<file path="config.mk">
export PLATFORM = sky130hd
export DESIGN_NAME = alu_issue_ctrl
export DESIGN_NICKNAME = d
export VERILOG_FILES = /design/src/rtl/msp430_pkg.sv /design/src/rtl/msp430_dop_decode.sv /design/src/rtl/alu_issue_ctrl.sv
export SDC_FILE = /design/constraint.sdc
export NUM_CORES = 1
export LEC_CHECK = 0
export ABC_AREA = 1
export CAP_MARGIN = 20
export CORE_MARGIN = 3
export CORE_UTILIZATION = 45
export DETAILED_ROUTE_END_ITERATION = 8
export HOLD_SLACK_MARGIN = 0.05
export PLACE_DENSITY = 0.81
export SYNTH_ARGS = -nofsm -noshare
export SYNTH_HDL_FRONTEND = slang
export SYNTH_SLANG_ARGS = --single-unit
</file>
<file path="constraint.sdc">
create_clock -name clk -period 1.9 [get_ports clk]
set_input_delay 0.475 -clock clk [delete_from_list [all_inputs] [get_ports clk]]
set_output_delay 0.475 -clock clk [all_outputs]
set_load 0.01 [all_outputs]
</file>
<file path="src/rtl/msp430_pkg.sv">
// Shared MSP430 double-operand definitions: opcodes, ALU selects, FSM states, flag indices.
// Pure declarations; no timing or backpressure of its own.
package msp430_pkg;

    localparam logic [3:0] OP_MOV = 4'h4;
    localparam logic [3:0] OP_ADD = 4'h5;
    localparam logic [3:0] OP_SUB = 4'h8;
    localparam logic [3:0] OP_CMP = 4'h9;
    localparam logic [3:0] OP_BIT = 4'hB;
    localparam logic [3:0] OP_BIC = 4'hC;
    localparam logic [3:0] OP_BIS = 4'hD;
    localparam logic [3:0] OP_XOR = 4'hE;
    localparam logic [3:0] OP_AND = 4'hF;

    // ALU select encodings; the ALU decodes the same constants.
    localparam logic [4:0] ALU_ADD = 5'b00000;
    localparam logic [4:0] ALU_SUB = 5'b00001;
    localparam logic [4:0] ALU_AND = 5'b00011;
    localparam logic [4:0] ALU_XOR = 5'b00100;
    localparam logic [4:0] ALU_BIT = 5'b00110;
    localparam logic [4:0] ALU_BIC = 5'b00111;
    localparam logic [4:0] ALU_BIS = 5'b01000;
    localparam logic [4:0] ALU_CMP = 5'b01001;

    localparam int FLAG_N = 3;
    localparam int FLAG_Z = 2;
    localparam int FLAG_C = 1;
    localparam int FLAG_V = 0;

    typedef enum logic [2:0] {
        ST_IDLE   = 3'd0,
        ST_RD_SRC = 3'd1,
        ST_RD_DST = 3'd2,
        ST_EXEC   = 3'd3,
        ST_WB     = 3'd4,
        ST_ERR    = 3'd5
    } state_t;

    typedef enum logic [1:0] {
        FM_NONE  = 2'd0,
        FM_ARITH = 2'd1,
        FM_LOGIC = 2'd2
    } flag_mode_t;

    typedef struct packed {
        logic       legal;
        logic [4:0] alu_sel;
        logic       writes_dst;
        flag_mode_t flag_mode;
        logic       bw;
    } dec_t;

endpackage

</file>
<file path="src/rtl/msp430_dop_decode.sv">
// Combinational decode of a double-operand instruction word into control fields.
// Zero latency; no handshake, the caller samples the result when it accepts the word.
module msp430_dop_decode
    import msp430_pkg::*;
(
    input  logic [15:0] instr_i,
    output dec_t        dec_o
);

    logic [3:0] opcode;

    assign opcode = instr_i[15:12];

    always_comb begin
        dec_o           = '0;
        dec_o.bw        = instr_i[6];
        dec_o.flag_mode = FM_NONE;
        unique case (opcode)
            OP_MOV: begin
                dec_o.legal      = 1'b1;
                dec_o.writes_dst = 1'b1;
            end
            OP_ADD: begin
                dec_o.legal      = 1'b1;
                dec_o.alu_sel    = ALU_ADD;
                dec_o.writes_dst = 1'b1;
                dec_o.flag_mode  = FM_ARITH;
            end
            OP_SUB: begin
                dec_o.legal      = 1'b1;
                dec_o.alu_sel    = ALU_SUB;
                dec_o.writes_dst = 1'b1;
                dec_o.flag_mode  = FM_ARITH;
            end
            OP_CMP: begin
                dec_o.legal      = 1'b1;
                dec_o.alu_sel    = ALU_CMP;
                dec_o.flag_mode  = FM_ARITH;
            end
            OP_BIT: begin
                dec_o.legal      = 1'b1;
                dec_o.alu_sel    = ALU_BIT;
                dec_o.flag_mode  = FM_LOGIC;
            end
            OP_BIC: begin
                dec_o.legal      = 1'b1;
                dec_o.alu_sel    = ALU_BIC;
                dec_o.writes_dst = 1'b1;
            end
            OP_BIS: begin
                dec_o.legal      = 1'b1;
                dec_o.alu_sel    = ALU_BIS;
                dec_o.writes_dst = 1'b1;
            end
            OP_XOR: begin
                dec_o.legal      = 1'b1;
                dec_o.alu_sel    = ALU_XOR;
                dec_o.writes_dst = 1'b1;
                dec_o.flag_mode  = FM_LOGIC;
            end
            OP_AND: begin
                dec_o.legal      = 1'b1;
                dec_o.alu_sel    = ALU_AND;
                dec_o.writes_dst = 1'b1;
                dec_o.flag_mode  = FM_LOGIC;
            end
            default: dec_o.legal = 1'b0;
        endcase
        // Only register-direct addressing is implemented.
        if (instr_i[7] || (instr_i[5:4] != 2'b00)) begin
            dec_o.legal = 1'b0;
        end
    end

endmodule

</file>
<file path="src/rtl/alu_issue_ctrl.sv">
// Multicycle issue controller: reads src/dst from the register file, drives the ALU, writes back result and flags.
// Legal instruction done 4 cycles after accept (illegal: 1); instr_ready only in IDLE, no queueing.
module alu_issue_ctrl
    import msp430_pkg::*;
(
    input  logic        clk,
    input  logic        rst_n,
    input  logic        instr_valid,
    input  logic [15:0] instr,
    output logic        instr_ready,
    output logic [3:0]  rf_raddr,
    input  logic [15:0] rf_rdata,
    output logic        rf_we,
    output logic [3:0]  rf_waddr,
    output logic [15:0] rf_wdata,
    output logic [15:0] alu_a,
    output logic [15:0] alu_b,
    output logic [4:0]  alu_sel,
    input  logic [15:0] alu_result,
    input  logic [3:0]  alu_flags,
    output logic [3:0]  sr_flags,
    output logic        done,
    output logic        err
);

    state_t      state_q, state_d;
    dec_t        dec_in, dec_q;
    logic [3:0]  opc_q, rsrc_q, rdst_q;
    logic [15:0] src_q, result_q;
    logic [3:0]  sr_flags_q, new_flags;

    logic [15:0] src_op, dst_op, exec_val, wb_val;
    logic        res_n, res_z, swap_ops;

    msp430_dop_decode u_decode (
        .instr_i (instr),
        .dec_o   (dec_in)
    );

    // Datapath seen during EXEC: rf_rdata carries the destination register there.
    always_comb begin
        src_op   = dec_q.bw ? {8'h00, src_q[7:0]}    : src_q;
        dst_op   = dec_q.bw ? {8'h00, rf_rdata[7:0]} : rf_rdata;
        swap_ops = (opc_q == OP_BIC);
        exec_val = (opc_q == OP_MOV) ? src_op : alu_result;
        wb_val   = dec_q.bw ? {8'h00, exec_val[7:0]} : exec_val;
        res_n    = dec_q.bw ? wb_val[7] : wb_val[15];
        res_z    = (wb_val == 16'h0000);
    end

    always_comb begin
        new_flags = sr_flags_q;
        unique case (dec_q.flag_mode)
            FM_ARITH: begin
                new_flags = alu_flags;
                if (dec_q.bw) begin
                    new_flags[FLAG_N] = res_n;
                    new_flags[FLAG_Z] = res_z;
                end
            end
            FM_LOGIC: begin
                new_flags[FLAG_N] = res_n;
                new_flags[FLAG_Z] = res_z;
                new_flags[FLAG_C] = ~res_z;
                new_flags[FLAG_V] = 1'b0;
            end
            default: new_flags = sr_flags_q;
        endcase
    end

    always_comb begin
        state_d     = state_q;
        instr_ready = 1'b0;
        rf_raddr    = 4'h0;
        rf_we       = 1'b0;
        rf_waddr    = 4'h0;
        rf_wdata    = 16'h0000;
        alu_a       = 16'h0000;
        alu_b       = 16'h0000;
        alu_sel     = 5'b00000;
        done        = 1'b0;
        err         = 1'b0;
        unique case (state_q)
            ST_IDLE: begin
                instr_ready = 1'b1;
                if (instr_valid) begin
                    state_d = dec_in.legal ? ST_RD_SRC : ST_ERR;
                end
            end
            ST_RD_SRC: begin
                rf_raddr = rsrc_q;
                state_d  = ST_RD_DST;
            end
            ST_RD_DST: begin
                rf_raddr = rdst_q;
                state_d  = ST_EXEC;
            end
            ST_EXEC: begin
                alu_a   = swap_ops ? src_op : dst_op;
                alu_b   = swap_ops ? dst_op : src_op;
                alu_sel = dec_q.alu_sel;
                state_d = ST_WB;
            end
            ST_WB: begin
                rf_we    = dec_q.writes_dst;
                rf_waddr = rdst_q;
                rf_wdata = result_q;
                done     = 1'b1;
                state_d  = ST_IDLE;
            end
            ST_ERR: begin
                done    = 1'b1;
                err     = 1'b1;
                state_d = ST_IDLE;
            end
            default: state_d = ST_IDLE;
        endcase
    end

    always_ff @(posedge clk or negedge rst_n) begin
        if (!rst_n) begin
            state_q    <= ST_IDLE;
            dec_q      <= '0;
            opc_q      <= 4'h0;
            rsrc_q     <= 4'h0;
            rdst_q     <= 4'h0;
            src_q      <= 16'h0000;
            result_q   <= 16'h0000;
            sr_flags_q <= 4'h0;
        end else begin
            state_q <= state_d;
            if ((state_q == ST_IDLE) && instr_valid) begin
                dec_q  <= dec_in;
                opc_q  <= instr[15:12];
                rsrc_q <= instr[11:8];
                rdst_q <= instr[3:0];
            end
            if (state_q == ST_RD_DST) begin
                src_q <= rf_rdata;
            end
            // Flags move at the end of EXEC so the new value is visible during WB.
            if (state_q == ST_EXEC) begin
                result_q   <= wb_val;
                sr_flags_q <= new_flags;
            end
        end
    end

    assign sr_flags = sr_flags_q;

endmodule

</file>
# Word-level counts from Yosys, hierarchy flattened
# Cells that the tools add are included.
dict set report word_totals {
  register_bits 60
  input_bits 55
  output_inout_bits 69
  wordCells 70
}
dict set report op_classes {
  eq_ne 19
  n_mux 27
  n_bitwise 1
  reduce_logical 12
}
# op count
set ops {}
lappend ops {{$mux 16} 9}
lappend ops {{$eq 4x4->1 const B} 8}
lappend ops {{$pmux 4 s7} 1}
lappend ops {{$logic_not 16->1} 1}
lappend ops {{$pmux 4 s2} 2}
lappend ops {{$eq 4x3->1 const B} 3}
lappend ops {{$pmux 3 s4} 1}
lappend ops {{$reduce_or 9->1} 1}
lappend ops {{$mux 1} 8}
lappend ops {{$reduce_or 7->1} 1}
lappend ops {{$eq 3x2->1 const B} 2}
lappend ops {{$eq 3x3->1 const B} 2}
lappend ops {{$mux 3} 2}
lappend ops {{$reduce_or 3->1} 2}
lappend ops {{$mux 5} 1}
lappend ops {{$mux 4} 1}
lappend ops {{$pmux 2 s2} 1}
lappend ops {{$reduce_bool 2->1} 2}
lappend ops {{$eq 3x1->1 const B} 1}
lappend ops {{$logic_not 3->1} 1}
lappend ops {{$eq 2x1->1 const B} 1}
lappend ops {{$eq 2x2->1 const B} 1}
lappend ops {{$mux 2} 1}
lappend ops {{$ne 2x2->1 const B} 1}
lappend ops {{other kinds (5)} 5}

# Depth between registers and ports, before layout
dict set report logic_depth {
  word_depth 7
  mapped_depth 13
  ltp_nobuf 12
}

# Cells and area by module
# A second synthesis with hierarchy kept.
dict set report hier_totals {
  cells_unflattened 498
  hier_area_um2 3529.6
}
# mod instances cells_per_inst area_each_um2 seq_area_each_um2
set by_module_without_submodules {}
lappend by_module_without_submodules {alu_issue_ctrl 1 465 3375.7 1501.4}
lappend by_module_without_submodules {msp430_dop_decode 1 33 153.9 0.0}

# Least setup slack after synthesis
# Ideal clock, no wire load.
dict set report synth_path {
  path_kind {reg-to-output}
  from {reg opc_q[1]}
  to {out alu_b[10]}
  arrival_ps 1395
  required_ps 1425
  path_slack_ps 30
  stages_incl_launch_ff 7
  path_buffers 1
  cell_sequence {dfrtp_1 nor2_4 nand3_1 inv_2 buf_2 a21oi_1 nor3_1}
}
dict set report synth_via {
  elab_chain_cells 3
}
# element line_no
set synth_rtl {}
lappend synth_rtl {{start, declared} alu_issue_ctrl.sv:28} ;# logic [3:0] opc_q, rsrc_q, rdst_q;
lappend synth_rtl {{start signal, assigned} alu_issue_ctrl.sv:134} ;# opc_q <= instr[15:12];
lappend synth_rtl {{$eq 4x4->1} alu_issue_ctrl.sv:44} ;# swap_ops = (opc_q == OP_BIC);
lappend synth_rtl {{$mux 16} alu_issue_ctrl.sv:100} ;# alu_b = swap_ops ? dst_op : src_op;
lappend synth_rtl {{$mux 16} alu_issue_ctrl.sv:83} ;# unique case (state_q)
lappend synth_rtl {{end, declared} alu_issue_ctrl.sv:17} ;# output logic [15:0] alu_b,
# Every way passes these cells.

# Worst setup path after layout
dict set report layout_path {
  from {reg opc_q[1]}
  to {out alu_a[10]}
}
dict set report layout_via {
  elab_chain_cells 3
}
# element line_no
set layout_rtl {}
lappend layout_rtl {{$eq 4x4->1} alu_issue_ctrl.sv:44}
lappend layout_rtl {{$mux 16} alu_issue_ctrl.sv:99} ;# alu_a = swap_ops ? src_op : dst_op;
lappend layout_rtl {{$mux 16} alu_issue_ctrl.sv:83}
lappend layout_rtl {{end, declared} alu_issue_ctrl.sv:16} ;# output logic [15:0] alu_a,
# Every way passes these cells.

==> metrics.md <==
| Metric | Value |
|---|---|
| Vias/cell | 5.497 |
| Net Count, Synth | 542 |
| Status | finished with violations |
| Primary FF master, synth | dfrtp_1 |
| CTS tree | built |
| Final hold slack | 0.4939 ns |
| Final worst slack | -0.2918 ns |
| Final period util | 115.4% |
| Top routing layer in use | met4 |
| First-pass GRT wire length | 18.45 mm |
| Clock Latency Late Sink | 0.33 ns |
| Final Cell Area | 6191 um^2 |
| N_diodes | 0 |
| DRT antenna net count | 0 |
| Clock sinks | 59 |
| YS warnings | 0 |
| Post-DP Area | 5094 um^2 |
| DRC | 0 |
| Routed len/inst | 17.73 um |
| Global route overflow | 0 |
| Max Slew Vio Count | 0 |
| Hold Path Class | reg2reg |
| Final setup fails | 61 |
| Static leakage | 2.878 nW |
| Power density over cell area | 1489 nW/um^2 |
| Nets | 722 |
| Row count | 31 |
| Peak VDD IR | 0.8550 mV |
| CTS buffer count | 9 |
| Number of DRC markers in iteration 0 | 319 |
| Synth cell types | 30 |
| Starting Density | 46.88% |
| Post-synth top cells | nand2_1 (89), inv_1 (63), o21ai_0 (63), dfrtp_1 (59), a21oi_1 (58) |
| Cell taking the most area after synthesis | dfrtp_1 |
| Die span in y | 93.16 um |
| Core area | 7292 um^2 |
| CP max-delay cell | dfrtp_1 |
| Synth top area cells | dfrtp_1 (43%), nand2_1 (9.8%), o21ai_0 (9.2%) |
| Syn Std Cell Area | 3418 um^2 |
| Die width | 93.16 um |
| CTS max path bufs | 2 |
| GP Congestion | 0.8466 |
| Met1 Wirelength | 5.435 mm |
| Synth Instances | 486 |
| Fmax | 0.4562 GHz |
| Fin Clk Skew | 0.008209 ns |
| Largest net degree at the start of global routing | 37 |
| Number of global-route vias before repair | 3879 |
| Max-cap viol count | 0 |
| Overall routing resource usage | 26.73% |
| H-tree levels | 3 |
| Final HPWL DP | 7.947 mm |
| Crit end category | output port |
| Failing checks | negative setup slack |
| PortBufs | 122 |
| Setup crit start kind | flip-flop |
| Post-synthesis register bit count | 59 |
| EDFF count, synth | 0 |
| Post-Syn Area per Cell | 7.033 um^2 |
| Top-count cell post-synth | nand2_1 |
| Crit-path max FO | 14 |
| FFs w/ async S/R, synth | 100.0% |
| Final hold vios | 0 |
| Reg clk slew, reported paths | 0.07 ns |
| Met3 routed WL | 970 um |
| Syn-to-layout area delta | 81.11% |
| Crit path largest cell delay | 0.42 ns |
| RSZ-0062 raised after global routing | true |
| Layout cells sized above 1 | 40.09% |
| Sequential-to-total area share from yosys stat | 43.19% |
| WL final | 13.65 mm |
| Met2 WL | 6.923 mm |
| Worst-path cell chain | nor2_4 > nand3_4 > buf_6 > buf_12 > a21oi_4 > nor3_2 > buf_2 |
| IO Count | 124 |
| Clock Root Buffer | clkbuf_8 |
| Fillers | 400 |
| Synth top area share | 43.19% |
| Arr. time, crit path | 1.72 ns |
| DRT Pass-1 Iters | 5 |
| Die Area | 8678 um^2 |
| Worst Path Required | 1.42 ns |
| Tmin final | 2.192 ns |
| Initial antenna violation count | 0 |
| Critical path class | reg2out |
| DR vias | 4233 |
-- kinds of logic (layout without fill, tap and decap cells) --
family / count (synthesis) / after routing / synth area share (%)
and+or+nand+nor: 196 / 196 / 25.00
other: 1 / 1 / 0.1097
AOI/OAI and AO/OA: 131 / 131 / 19.77
adders and majority gates: 1 / 1 / 0.3660
buffers and inverters: 98 / 283 / 11.57
DFF: 59 / 59 / 43.19
-- layer usage --
layer	track usage (%)	vias to the layer above
met2	47.27	217
met1	34.55	2044
met5	0	-
met3	3.781	38
li1	-	1934
met4	6.471	0
-- where the power goes --
group          switching, mW  internal [mW]  leakage [nW]
Sequential             0.534           1.87         0.719
Combinational           3.03           2.36          2.04
Clock                  0.516          0.904         0.123
-- repair_timing --
item                                   in CTS  in global routing
gates cloned                                4                  3
endpoints found under the hold margin       9                  0
hold buffers                                1                  0
gates resized for setup                   339                130
setup buffers                              12                 11
pin swaps                                   9                 19
setup endpoints to repair                  64                 66
-- worst paths after layout --
kind                                            endpoint  slack [ns]  cells after the start                     start
worst max-delay path                           alu_a[10]       -0.29                      7      opc_q[1]$_DFFE_PN0P_
max in group asynchronous         state_q[2]$_DFFE_PN0P_        0.79                      3                     rst_n
worst max register to register      dec_q[7]$_DFFE_PN0P_        0.05                     11    state_q[2]$_DFFE_PN0P_
worst min-delay path            result_q[13]$_DFFE_PN0P_        0.49                      2  result_q[13]$_DFFE_PN0P_
min in group asynchronous          rdst_q[3]$_DFFE_PN0P_        0.58                      2                     rst_n
worst min register to register  result_q[13]$_DFFE_PN0P_        0.49                      2  result_q[13]$_DFFE_PN0P_
-- registers in the layout, indices dropped and copies added (netlist names) --
| name | cells |
|---|---|
| dec_q | 8 |
| opc_q | 4 |
| rdst_q | 4 |
| result_q | 16 |
| rsrc_q | 4 |
| sr_flags | 4 |
| src_q | 16 |
| state_q | 3 |
-- cell usage in the layout, fill, tap and decap left out, types with 3 or more instances in the layout --
cell / count
inv_1: 60
clkbuf_16: 3
o21ai_2: 10
nor2_1: 22
buf_4: 44
a21oi_4: 11
nor3_1: 8
o21ai_4: 4
nand2_1: 85
dfrtp_1: 58
buf_2: 41
buf_12: 11
nor2_4: 28
buf_6: 37
inv_2: 6
clkdlybuf4s50_1: 57
bufinv_16: 3
nor3_2: 12
nand3_1: 26
clkbuf_8: 10
nand4_1: 3
o21ai_0: 48
a21oi_2: 24
nand2_2: 3
a21oi_1: 23
o22ai_2: 4
-- worst max-delay path, delay by kind of cell (launching register included) --
| family | cells | cell delay, ns |
|---|---|---|
| flops | 1 | 0.42 |
| buf+inv | 3 | 0.48 |
| compound gates | 1 | 0.13 |
| simple gates | 3 | 0.34 |
-- metrics by stage --
| step | setup WS [ns] | setup TNS, ns | power (mW) | cells | util, % |
|---|---|---|---|---|---|
| floorplan | 0.02991 | 0 | 4.221 | 486 | - |
| detailed placement | -0.4155 | -16.26 | 6.008 | 728 | 69.85 |
| global route | -0.3534 | -13.55 | 9.690 | 770 | 84.90 |
| global placement | -0.4023 | -14.47 | 5.865 | 728 | 69.85 |
| finish | -0.2918 | -10.46 | 9.216 | 770 | 84.90 |
| CTS | -0.2336 | -7.448 | 7.918 | 760 | 75.58 |
-- area by class of cell --
cell class / count / area (um^2) / area share, %
clock buffer: 11 / 141.4 / 2.284
clock inverter: 5 / 100.1 / 1.617
inverter: 70 / 285.3 / 4.608
multi-input combinational: 329 / 2175 / 35.13
sequential: 59 / 1478 / 23.87
tap: 99 / 123.9 / 2.001
timing repair buffer: 197 / 1888 / 30.50
No activity file was read; power rests on OpenSTA's default activity.
